===== src/rtl/sprite_hop_ctrl.sv =====
// sprite_hop_ctrl
//   Position controller for the player sprite in the VGA game layer.
//   The sprite moves in discrete hops of HOP_DIST pixels, split into
//   HOP_STEPS animation steps (one per timer_done tick).
//   River-current drift, teleport (jump) and respawn (reset_position)
//   are layered on top.
//   ObjectStartX/ObjectStartY give the top-left pixel of the sprite.
//
//   Optional build macro SPRITE_HOP_WRAP_X_EN: when defined, X wraps
//   around the frame instead of clamping. Y always clamps.
//
//   Handshake: there is no valid/ready pair. Inputs are qualified per CLK.
//   timer_done is a 1-CLK strobe. reset_position and jump are sampled on
//   every CLK with priority reset_position > jump > timer_done.
//   The outputs update on the CLK edge that consumes one of these events.
//   hop_done is high for exactly the CLK following a final hop step.
//
//   Debug: dbg_state exposes the FSM state (0 = IDLE, 1 = HOP).
//   dbg_step_cnt exposes the hop step counter.
`timescale 1ns/1ps

module sprite_hop_ctrl #(
  parameter int COORD_W     = 11,
  parameter int FRAME_W     = 640,
  parameter int FRAME_H     = 480,
  parameter int SPRITE_SIZE = 20,
  parameter int HOP_DIST    = 20,
  parameter int HOP_STEPS   = 4,
  parameter int START_X     = 320,
  parameter int START_Y     = 440
) (
  input  logic               CLK,
  input  logic               RESETn,
  input  logic               timer_done,
  input  logic               reset_position,
  input  logic               jump,
  input  logic [COORD_W-1:0] jump_x,
  input  logic [COORD_W-1:0] jump_y,
  input  logic               up,
  input  logic               down,
  input  logic               left,
  input  logic               right,
  input  logic               drift_en,
  input  logic               drift_left,
  input  logic [2:0]         drift_speed,
  output logic [COORD_W-1:0] ObjectStartX,
  output logic [COORD_W-1:0] ObjectStartY,
  output logic               hopping,
  output logic [1:0]         hop_dir,
  output logic               hop_done,
  output logic               at_edge,
  output logic               dbg_state,
  output logic [$clog2(HOP_STEPS+1)-1:0] dbg_step_cnt
);

  // Elaboration-time sanity: a hop must split into whole-pixel steps.
  generate
    if (HOP_STEPS < 1) begin : g_bad_steps
      $error("sprite_hop_ctrl: HOP_STEPS must be at least 1");
    end
    if ((HOP_DIST % HOP_STEPS) != 0) begin : g_bad_dist
      $error("sprite_hop_ctrl: HOP_DIST must be a multiple of HOP_STEPS");
    end
  endgenerate

  localparam int STEP  = HOP_DIST / HOP_STEPS;
  localparam int SW    = COORD_W + 2;
  localparam int CNT_W = $clog2(HOP_STEPS + 1);

  localparam logic signed [SW-1:0] STEP_S  = SW'(STEP);
  localparam logic signed [SW-1:0] MAX_X_S = SW'(FRAME_W - SPRITE_SIZE);
  localparam logic signed [SW-1:0] MAX_Y_S = SW'(FRAME_H - SPRITE_SIZE);
`ifdef SPRITE_HOP_WRAP_X_EN
  localparam logic signed [SW-1:0] FRAME_W_S  = SW'(FRAME_W);
  localparam logic signed [SW-1:0] FRAME_W_M1 = SW'(FRAME_W - 1);
`endif

  localparam logic [1:0] DIR_UP    = 2'd0;
  localparam logic [1:0] DIR_DOWN  = 2'd1;
  localparam logic [1:0] DIR_LEFT  = 2'd2;
  localparam logic [1:0] DIR_RIGHT = 2'd3;

  typedef enum logic {
    S_IDLE = 1'b0,
    S_HOP  = 1'b1
  } state_t;

  state_t             state_q, state_d;
  logic [CNT_W-1:0]   step_cnt_q, step_cnt_d;
  logic [1:0]         hop_dir_q, hop_dir_d;

  logic [COORD_W-1:0] pos_x_q, pos_y_q;
  logic               hop_done_q, at_edge_q;

  logic               key_any;
  logic [1:0]         key_dir;

  // Outputs of the FSM output decode.
  logic               move_en;
  logic [1:0]         move_dir;
  logic               last_step;

  // Datapath intermediates.
  logic signed [SW-1:0] hop_dx, hop_dy, drift_dx;
  logic signed [SW-1:0] sum_x, sum_y, bound_x, bound_y;
  logic                 x_clamped, y_clamped;

  // Key direction priority when several keys are held: up > down > left > right.
  always_comb begin
    key_any = up | down | left | right;
    if (up)        key_dir = DIR_UP;
    else if (down) key_dir = DIR_DOWN;
    else if (left) key_dir = DIR_LEFT;
    else           key_dir = DIR_RIGHT;
  end

  // FSM state register: hop state, step counter and latched direction.
  always_ff @(posedge CLK or negedge RESETn) begin
    if (!RESETn) begin
      state_q    <= S_IDLE;
      step_cnt_q <= '0;
      hop_dir_q  <= DIR_UP;
    end else begin
      state_q    <= state_d;
      step_cnt_q <= step_cnt_d;
      hop_dir_q  <= hop_dir_d;
    end
  end

  // FSM next-state: respawn/teleport abort a hop; ticks advance it.
  always_comb begin
    state_d    = state_q;
    step_cnt_d = step_cnt_q;
    hop_dir_d  = hop_dir_q;
    if (reset_position || jump) begin
      state_d    = S_IDLE;
      step_cnt_d = '0;
    end else if (timer_done) begin
      case (state_q)
        S_IDLE: begin
          if (key_any) begin
            hop_dir_d = key_dir;
            if (HOP_STEPS == 1) begin
              state_d    = S_IDLE;
              step_cnt_d = '0;
            end else begin
              state_d    = S_HOP;
              step_cnt_d = CNT_W'(1);
            end
          end
        end
        S_HOP: begin
          if (step_cnt_q == CNT_W'(HOP_STEPS - 1)) begin
            state_d    = S_IDLE;
            step_cnt_d = '0;
          end else begin
            step_cnt_d = step_cnt_q + CNT_W'(1);
          end
        end
        default: begin
          state_d    = S_IDLE;
          step_cnt_d = '0;
        end
      endcase
    end
  end

  // FSM output decode.
  // Decides whether this tick moves the sprite, in which direction,
  // and whether the tick is the final step of the hop.
  always_comb begin
    move_en   = 1'b0;
    move_dir  = hop_dir_q;
    last_step = 1'b0;
    if (!reset_position && !jump && timer_done) begin
      case (state_q)
        S_IDLE: begin
          if (key_any) begin
            move_en   = 1'b1;
            move_dir  = key_dir;
            last_step = (HOP_STEPS == 1);
          end
        end
        S_HOP: begin
          move_en   = 1'b1;
          last_step = (step_cnt_q == CNT_W'(HOP_STEPS - 1));
        end
        default: begin
          move_en = 1'b0;
        end
      endcase
    end
  end

  // Per-tick displacement.
  // The hop step and the drift are summed before a single bounding pass,
  // so drift cannot push the sprite through an edge the hop was clamped at.
  always_comb begin
    hop_dx   = '0;
    hop_dy   = '0;
    drift_dx = '0;
    if (move_en) begin
      case (move_dir)
        DIR_UP:   hop_dy = -STEP_S;
        DIR_DOWN: hop_dy = STEP_S;
        DIR_LEFT: hop_dx = -STEP_S;
        default:  hop_dx = STEP_S;
      endcase
    end
    if (drift_en) begin
      if (drift_left) drift_dx = -$signed({{(SW-3){1'b0}}, drift_speed});
      else            drift_dx =  $signed({{(SW-3){1'b0}}, drift_speed});
    end
    sum_x = $signed({2'b00, pos_x_q}) + hop_dx + drift_dx;
    sum_y = $signed({2'b00, pos_y_q}) + hop_dy;
  end

  // Bounding.
  // Y always clamps to the visible area. X clamps by default,
  // or wraps once around the frame when SPRITE_HOP_WRAP_X_EN is defined.
  always_comb begin
    bound_x   = sum_x;
    bound_y   = sum_y;
    x_clamped = 1'b0;
    y_clamped = 1'b0;
`ifdef SPRITE_HOP_WRAP_X_EN
    if (sum_x[SW-1])             bound_x = sum_x + FRAME_W_S;
    else if (sum_x > FRAME_W_M1) bound_x = sum_x - FRAME_W_S;
`else
    if (sum_x[SW-1]) begin
      bound_x   = '0;
      x_clamped = 1'b1;
    end else if (sum_x > MAX_X_S) begin
      bound_x   = MAX_X_S;
      x_clamped = 1'b1;
    end
`endif
    if (sum_y[SW-1]) begin
      bound_y   = '0;
      y_clamped = 1'b1;
    end else if (sum_y > MAX_Y_S) begin
      bound_y   = MAX_Y_S;
      y_clamped = 1'b1;
    end
  end

  // Position and status registers.
  // Priority is respawn, then teleport, then the motion tick.
  // hop_done drops on any CLK without an event.
  always_ff @(posedge CLK or negedge RESETn) begin
    if (!RESETn) begin
      pos_x_q    <= COORD_W'(START_X);
      pos_y_q    <= COORD_W'(START_Y);
      hop_done_q <= 1'b0;
      at_edge_q  <= 1'b0;
    end else if (reset_position) begin
      pos_x_q    <= COORD_W'(START_X);
      pos_y_q    <= COORD_W'(START_Y);
      hop_done_q <= 1'b0;
      at_edge_q  <= 1'b0;
    end else if (jump) begin
      pos_x_q    <= jump_x;
      pos_y_q    <= jump_y;
      hop_done_q <= 1'b0;
      at_edge_q  <= 1'b0;
    end else if (timer_done) begin
      pos_x_q    <= bound_x[COORD_W-1:0];
      pos_y_q    <= bound_y[COORD_W-1:0];
      hop_done_q <= last_step;
      at_edge_q  <= x_clamped | y_clamped;
    end else begin
      hop_done_q <= 1'b0;
    end
  end

  assign ObjectStartX = pos_x_q;
  assign ObjectStartY = pos_y_q;
  assign hopping      = (state_q == S_HOP);
  assign hop_dir      = hop_dir_q;
  assign hop_done     = hop_done_q;
  assign at_edge      = at_edge_q;
  assign dbg_state    = state_q;
  assign dbg_step_cnt = step_cnt_q;

endmodule


===== config.mk =====
export PLATFORM = sky130hd
export DESIGN_NAME = sprite_hop_ctrl
export DESIGN_NICKNAME = d
export VERILOG_FILES = /design/src/rtl/sprite_hop_ctrl.sv
export SDC_FILE = /design/constraint.sdc
export NUM_CORES = 1
export LEC_CHECK = 0
export ABC_AREA = 1
export CAP_MARGIN = 20
export CELL_PAD_IN_SITES_DETAIL_PLACEMENT = 1
export CELL_PAD_IN_SITES_GLOBAL_PLACEMENT = 1
export CORE_UTILIZATION = 34
export CTS_BUF_LIST = sky130_fd_sc_hd__clkbuf_4 sky130_fd_sc_hd__clkbuf_8
export CTS_CLUSTER_DIAMETER = 100
export DETAILED_ROUTE_END_ITERATION = 7
export HOLD_SLACK_MARGIN = 0.1
export PLACE_DENSITY = 0.86
export SETUP_SLACK_MARGIN = 0.15
export SLEW_MARGIN = 10
export SYNTH_ARGS = -nofsm -noshare
export SYNTH_HDL_FRONTEND = slang
export SYNTH_SLANG_ARGS = --single-unit
export TNS_END_PERCENT = 5

===== constraint.sdc =====
create_clock -name CLK -period 3.7 [get_ports CLK]
set_clock_uncertainty 0.1 [all_clocks]
set_input_delay 0.74 -clock CLK [delete_from_list [all_inputs] [get_ports CLK]]
set_output_delay 0.74 -clock CLK [all_outputs]
set_load 0.02 [all_outputs]

==> reports/qor.csv, run 1 <==
metric,value,unit
post-synthesis register bit count,30,
Iter 0 DRT Violations,264,
synthesis-to-finish area growth,58.6,%
final layout net count,732,
Critical Path Source Type,primary input,
clock buffer depth,2,
ant diodes,0,
cell area after layout,5260,µm²
total number of vias,4181,
Yosys warning count,0,
Tcrit/Tclk final,1.17,
placed wire-length estimate,10500,µm
"Req. time, crit path",3830,ps
max-cap violation count,0,
Final Power,1.76,mW
drt pass-1 iters,4,
RSZ-0062 raised after global routing,yes,
pin count of the biggest net entering global routing,31,
min Tclk post-route,4320,ps
mean routed wirelength per cell,20.1,µm
H-tree depth,2,
Slew HR,0.335,
endpoints failing setup,20,
register area,759,µm²
GPL Wtd Cong,0.918,
run status,finished with violations,
Worst Hold Class,flip-flop to flip-flop,
post-synthesis sequential area ratio,0.229,
TritonCTS clock tree,built,
Worst Tran Pin Value,994,ps
Initial Utilization,0.355,
Mapped Area,3310,µm²
post-synthesis average cell area,6.82,µm²
Max rail drop VDD,0.146,mV
total track usage,0.293,
Fill cells,1219,
die width,101,µm
worst setup margin,-623,ps
Syn Nets,562,
final WL,15800,µm
Clock Sinks,30,
final hold vios,0,
fin. max-slew vios,0,
failing checks,negative setup slack,
first-pass GRT wire length,22600,µm
leakage,2.74,nW
number of flops mapped to enable cells by yosys,0,
critical path arrival,4460,ps
number of global-route vias before repair,4508,
"Async S/R FF share, synth",1.00,
post-route ant nets,0,
Syn Inst Count,486,
critical path class,primary input to flip-flop,
Setup Slack @ Placement,-1160,ps
Most used DFF post-synth,dfrtp_1,
die outline height,101,µm
Ports,67,
CTS Root Cell,clkbuf_8,
die area,10100,µm²
standard-cell rows,35,
global route overflow,0,
"Clk pin slew, worst setup/hold paths",80,ps
Worst Path Max Fanout,6,
DRC viols,0,
placed cell count,759,
Post-DP Area,4770,µm²
antenna violations before repair,0,
footprint of the multi-input gates,2470,µm²
Post-Layout Cell Count,786,
Crit. End Element,flip-flop,
later-pin clock latency in the skew report,310,ps
Hold Buf Count CTS,0,
max frequency,0.231,GHz
core area,9330,µm²
pwr dens,335,nW/µm²
TritonCTS buffer count,5,
port bufs,66,
share of layout cells above drive strength 1,0.303,
Synth cell types,36,
Avg Vias per Cell,5.32,
most frequent cells in the layout,"nand2_1, buf_4, inv_1",
"commonest non-fill, non-tap cell in the layout",nand2_1,
## cell type report
class	instances	area share
multi-input cells	370	0.470
repair buffers	168	0.273
flip-flops and latches	30	0.145
inverters	81	0.0629
well taps	129	0.0307
clock buffers	8	0.0186
## state kept, by name, indices dropped and copies added, names as in the netlist
signal	count
dbg_step_cnt	3
at_edge	1
hop_done	1
hop_dir	2
ObjectStartY	11
ObjectStartX	11
dbg_state	1
## worst paths after layout
kind | start | to | slack (ps) | cells after the start
worst max-delay path | timer_done | ObjectStartX[1]$_DFFE_PN0P_ | -620 | 21
worst min-delay path | ObjectStartY[8]$_DFFE_PN1P_ | ObjectStartY[8]$_DFFE_PN1P_ | 420 | 2
worst max register to register | dbg_state$_DFFE_PN0P_ | ObjectStartX[1]$_DFFE_PN0P_ | -500 | 21
worst min register to register | ObjectStartY[8]$_DFFE_PN1P_ | ObjectStartY[8]$_DFFE_PN1P_ | 420 | 2
max in group asynchronous | RESETn | ObjectStartY[7]$_DFFE_PN1P_ | 2400 | 2
min in group asynchronous | RESETn | ObjectStartY[0]$_DFFE_PN0P_ | 730 | 2
## metal layers
metal / global-route usage / share of wire
met1: 0.320 / 0.37
met5: 0 / 0
met3: 0.0347 / 0.053
met2: 0.551 / 0.52
met4: 0.158 / 0.054
## logic make-up (layout without fill, tap and decap cells)
family	Yosys count	count (layout)	synth area share
xor+xnor	6	6	0.0159
compound gates	60	60	0.106
buf+inv	86	257	0.103
fa+ha+maj	40	40	0.181
simple gates	264	264	0.365
flops	30	30	0.229
## per-stage QoR
stage	TNS, ps	hold WS [ps]	utilization
after global routing	-9200	449	0.563
after detailed placement	-19180	402	0.512
final	-6140	420	0.563
after floorplan	-3860	344	-
after global placement	-15080	404	0.512
after CTS	-3050	423	0.545
## where the power goes
part	internal, mW	switching [mW]	total (mW)
sequential	0.362	0.0391	0.401
clock	0.167	0.157	0.324
combinational	0.471	0.566	1.04
## cell usage after synthesis, types with 2 or more instances
cell        n  area, µm²
o21ai_1     5       25.0
o21ai_0    17       85.1
inv_1      75        282
nand4_1    13       81.3
a31oi_1     2       12.5
a21oi_1    22        110
nand2_4     4       45.0
clkbuf_1    2       7.51
clkinv_1    2       7.51
nand3b_1    6       45.0
nor2_1     33        124
xnor2_1     3       26.3
nor2_4      3       33.8
fa_1       13        260
o21ai_2     5       43.8
nor3_1      2       10.0
xor2_1      3       26.3
dfstp_2     7        184
nand3_2     5       50.1
ha_1       27        338
nand2_1   163        612
dfrtp_1    23        576
a32o_1      2       20.0
inv_2       3       11.3
o211ai_1    5       37.5
nand3_1    31        155
## critical path, cell delays in order
cell and delay (ps):
buf_2 160, inv_4 70, nor2_8 150, nand3_1 220
nand3_4 180, buf_4 130, inv_1 60, buf_4 150
fa_1 440, ha_4 200, fa_2 440, nand2_2 140
nand3_4 110, xor2_2 240, nand3_2 140, buf_6 150
a21oi_4 210, nand4_1 190, nand2_1 130, nand2_1 70
nand2_1 150
## repair_timing
| action | in CTS | in global routing |
|---|---|---|
| endpoints found under the hold margin | 0 | 0 |
| pin swaps | 28 | 20 |
| endpoints found under the setup margin | 20 | 20 |
| setup buffers | 8 | 11 |
| gates resized for setup | 78 | 22 |
(Power assumes the default switching activity.)
==> run 2, diff against run 1 <==
SETUP_SLACK_MARGIN = not set   (was 0.15)
SKIP_CTS_REPAIR_TIMING = 1   (was not set)
==> reports/qor.csv, run 2 (synthesis gave the netlist of run 1 again) <==
metric,value,unit,change
GR Util met3,0.0208,,was 0.0347
"Req. time, crit path",3830,ps,about the same
placed wire-length estimate,10500,µm,unchanged
most frequent cells in the layout,"nand2_1, buf_4, inv_1",,unchanged
max-cap violation count,0,,unchanged
later-pin clock latency in the skew report,290,ps,was 310 ps
number of global-route vias before repair,4275,,was 4508
die width,101,µm,unchanged
Hold Path End,ObjectStartY[8]$_DFFE_PN1P_,,unchanged
Crit. End Element,flip-flop,,unchanged
footprint of the multi-input gates,2580,µm²,was 2470 µm²
max frequency,0.235,GHz,was 0.231 GHz
GPL Wtd Cong,0.918,,unchanged
setup slack on the worst flop-to-flop path,-410,ps,was -500 ps
Worst Tran Pin Value,890,ps,was 994 ps
endpoints failing setup,15,,was 20
ant diodes,0,,unchanged
hold path cells,2,,unchanged
FF-to-FF path depth,22,,was 21
port bufs,66,,unchanged
final hold vios,0,,unchanged
Initial Utilization,0.355,,unchanged
final WL,15700,µm,was 15800 µm
met2 GRT Util,0.498,,was 0.551
TritonCTS buffer count,5,,unchanged
FF-to-FF End,ObjectStartX[9]$_DFFE_PN0P_,,was ObjectStartX[1]$_DFFE_PN0P_
failing checks,negative setup slack,,unchanged
critical path arrival,4390,ps,was 4460 ps
final setup TNS,-5430,ps,was -6140 ps
Avg Vias per Cell,5.31,,was 5.32
antenna violations before repair,0,,unchanged
worst reg2reg path startpoint,dbg_state$_DFFE_PN0P_,,unchanged
Critical Path Source Type,primary input,,unchanged
"Core Util, Final",0.570,,was 0.563
Worst Path Max Fanout,6,,unchanged
Ports,67,,unchanged
global route overflow,0,,unchanged
die outline height,101,µm,unchanged
synthesis-to-finish area growth,60.6,%,was 58.6%
RSZ-0062 raised after global routing,yes,,unchanged
gr busiest metal,met2,,unchanged
register area,759,µm²,unchanged
min Tclk post-route,4260,ps,was 4320 ps
"Clk pin slew, worst setup/hold paths",70,ps,was 80 ps
total number of vias,4122,,was 4181
total track usage,0.261,,was 0.293
post-route ant nets,0,,unchanged
TritonCTS clock tree,built,,unchanged
final layout net count,723,,was 732
share of layout cells above drive strength 1,0.310,,was 0.303
H-tree depth,2,,unchanged
CTS Root Cell,clkbuf_8,,unchanged
mean routed wirelength per cell,20.2,µm,was 20.1 µm
worst setup margin,-556,ps,was -623 ps
Iter 0 DRT Violations,203,,was 264
DRC viols,0,,unchanged
leakage,2.74,nW,about the same
clock buffer depth,2,,unchanged
crit path launch,reset_position,,was timer_done
core area,9330,µm²,unchanged
run status,finished with violations,,unchanged
Worst Hold Class,flip-flop to flip-flop,,unchanged
standard-cell rows,35,,unchanged
Tcrit/Tclk final,1.15,,was 1.17
drt pass-1 iters,4,,unchanged
pwr dens,328,nW/µm²,was 335 nW/µm²
critical path class,primary input to flip-flop,,unchanged
hold path start,ObjectStartY[8]$_DFFE_PN1P_,,unchanged
pin count of the biggest net entering global routing,31,,unchanged
Clock Sinks,30,,unchanged
die area,10100,µm²,unchanged
Fill cells,1175,,was 1219
"commonest non-fill, non-tap cell in the layout",nand2_1,,unchanged
GRT met1 Usage,0.289,,was 0.320
Slew HR,0.404,,was 0.335
fin. max-slew vios,0,,unchanged
first-pass GRT wire length,20300,µm,was 22600 µm
Max rail drop VDD,0.132,mV,was 0.146 mV
run 2: cell types whose count changed in the layout (fill, tap and decap cells not counted), sizes merged:
cell           change
inv                +1
dlygate4sd2        -2
clkdlybuf4s50      +1
buf               -14
clkbuf             +1
clkinv             -1
dlymetal6s2s       +5
run 2: critical path, cell delays in order:
cell and delay [ps]:
buf_8 120, inv_8 60, nand2_8 50, nor2_8 160, buf_6 110, nand4_1 190, nand2_4 160, nor2_4 80
buf_4 130, buf_4 120, fa_2 430, ha_4 320, nand2_1 70, nand2_1 110, inv_1 80, nand2_1 110
nand2_1 100, nand2_2 110, nand2_1 70, nand2_1 110, nand2_1 80, nand2_2 130, nand2_2 90, a21oi_4 220
nand4_1 160, nand2_1 100, nand2_1 70, nand2_1 90
run 2: through the flow:
step / hold WS [ps] / worst slack (ps) / cell area [µm²] / total power, mW / cells
6_report: 422 / -556 / 5320 / 1.75 / 777
2_1_floorplan: 344 / -398 / 3350 / 0.830 / 486
5_1_grt: 449 / -722 / 5320 / 1.82 / 777
3_5_place_dp: 402 / -1160 / 4770 / 1.25 / 759
3_3_place_gp: 404 / -931 / 4770 / 1.19 / 759
4_1_cts: 423 / -870 / 4870 / 1.55 / 767
run 2: where the power goes:
| group | leakage, nW | internal, mW | total (mW) | switching [mW] |
|---|---|---|---|---|
| combinational | 2.31 | 0.462 | 1.03 | 0.571 |
| sequential | 0.379 | 0.362 | 0.405 | 0.0430 |
| clock | 0.0523 | 0.167 | 0.308 | 0.141 |
run 2: how the worst max path moves through the flow:
stage                     cells past startpoint                     endpoint
after floorplan                              24  ObjectStartX[9]$_DFFE_PN0P_
after global placement                       23  ObjectStartX[9]$_DFFE_PN0P_
final                                        28  ObjectStartX[7]$_DFFE_PN0P_
after global routing                         28  ObjectStartX[7]$_DFFE_PN0P_
after CTS                                    23  ObjectStartX[4]$_DFFE_PN0P_
after detailed placement                     22  ObjectStartX[9]$_DFFE_PN0P_
run 2: final cells by class:
class	instances	share of cell area
tap	129	0.0303
inverter	81	0.0604
timing repair buffer	159	0.263
clock buffer	8	0.0183
sequential	30	0.143
multi-input combinational	370	0.485
run 2: metal layers:
metal	vias up	part of all wire
li1	1879	-
met1	2066	0.38
met2	125	0.54
met3	52	0.034
met4	0	0.043
met5	-	0
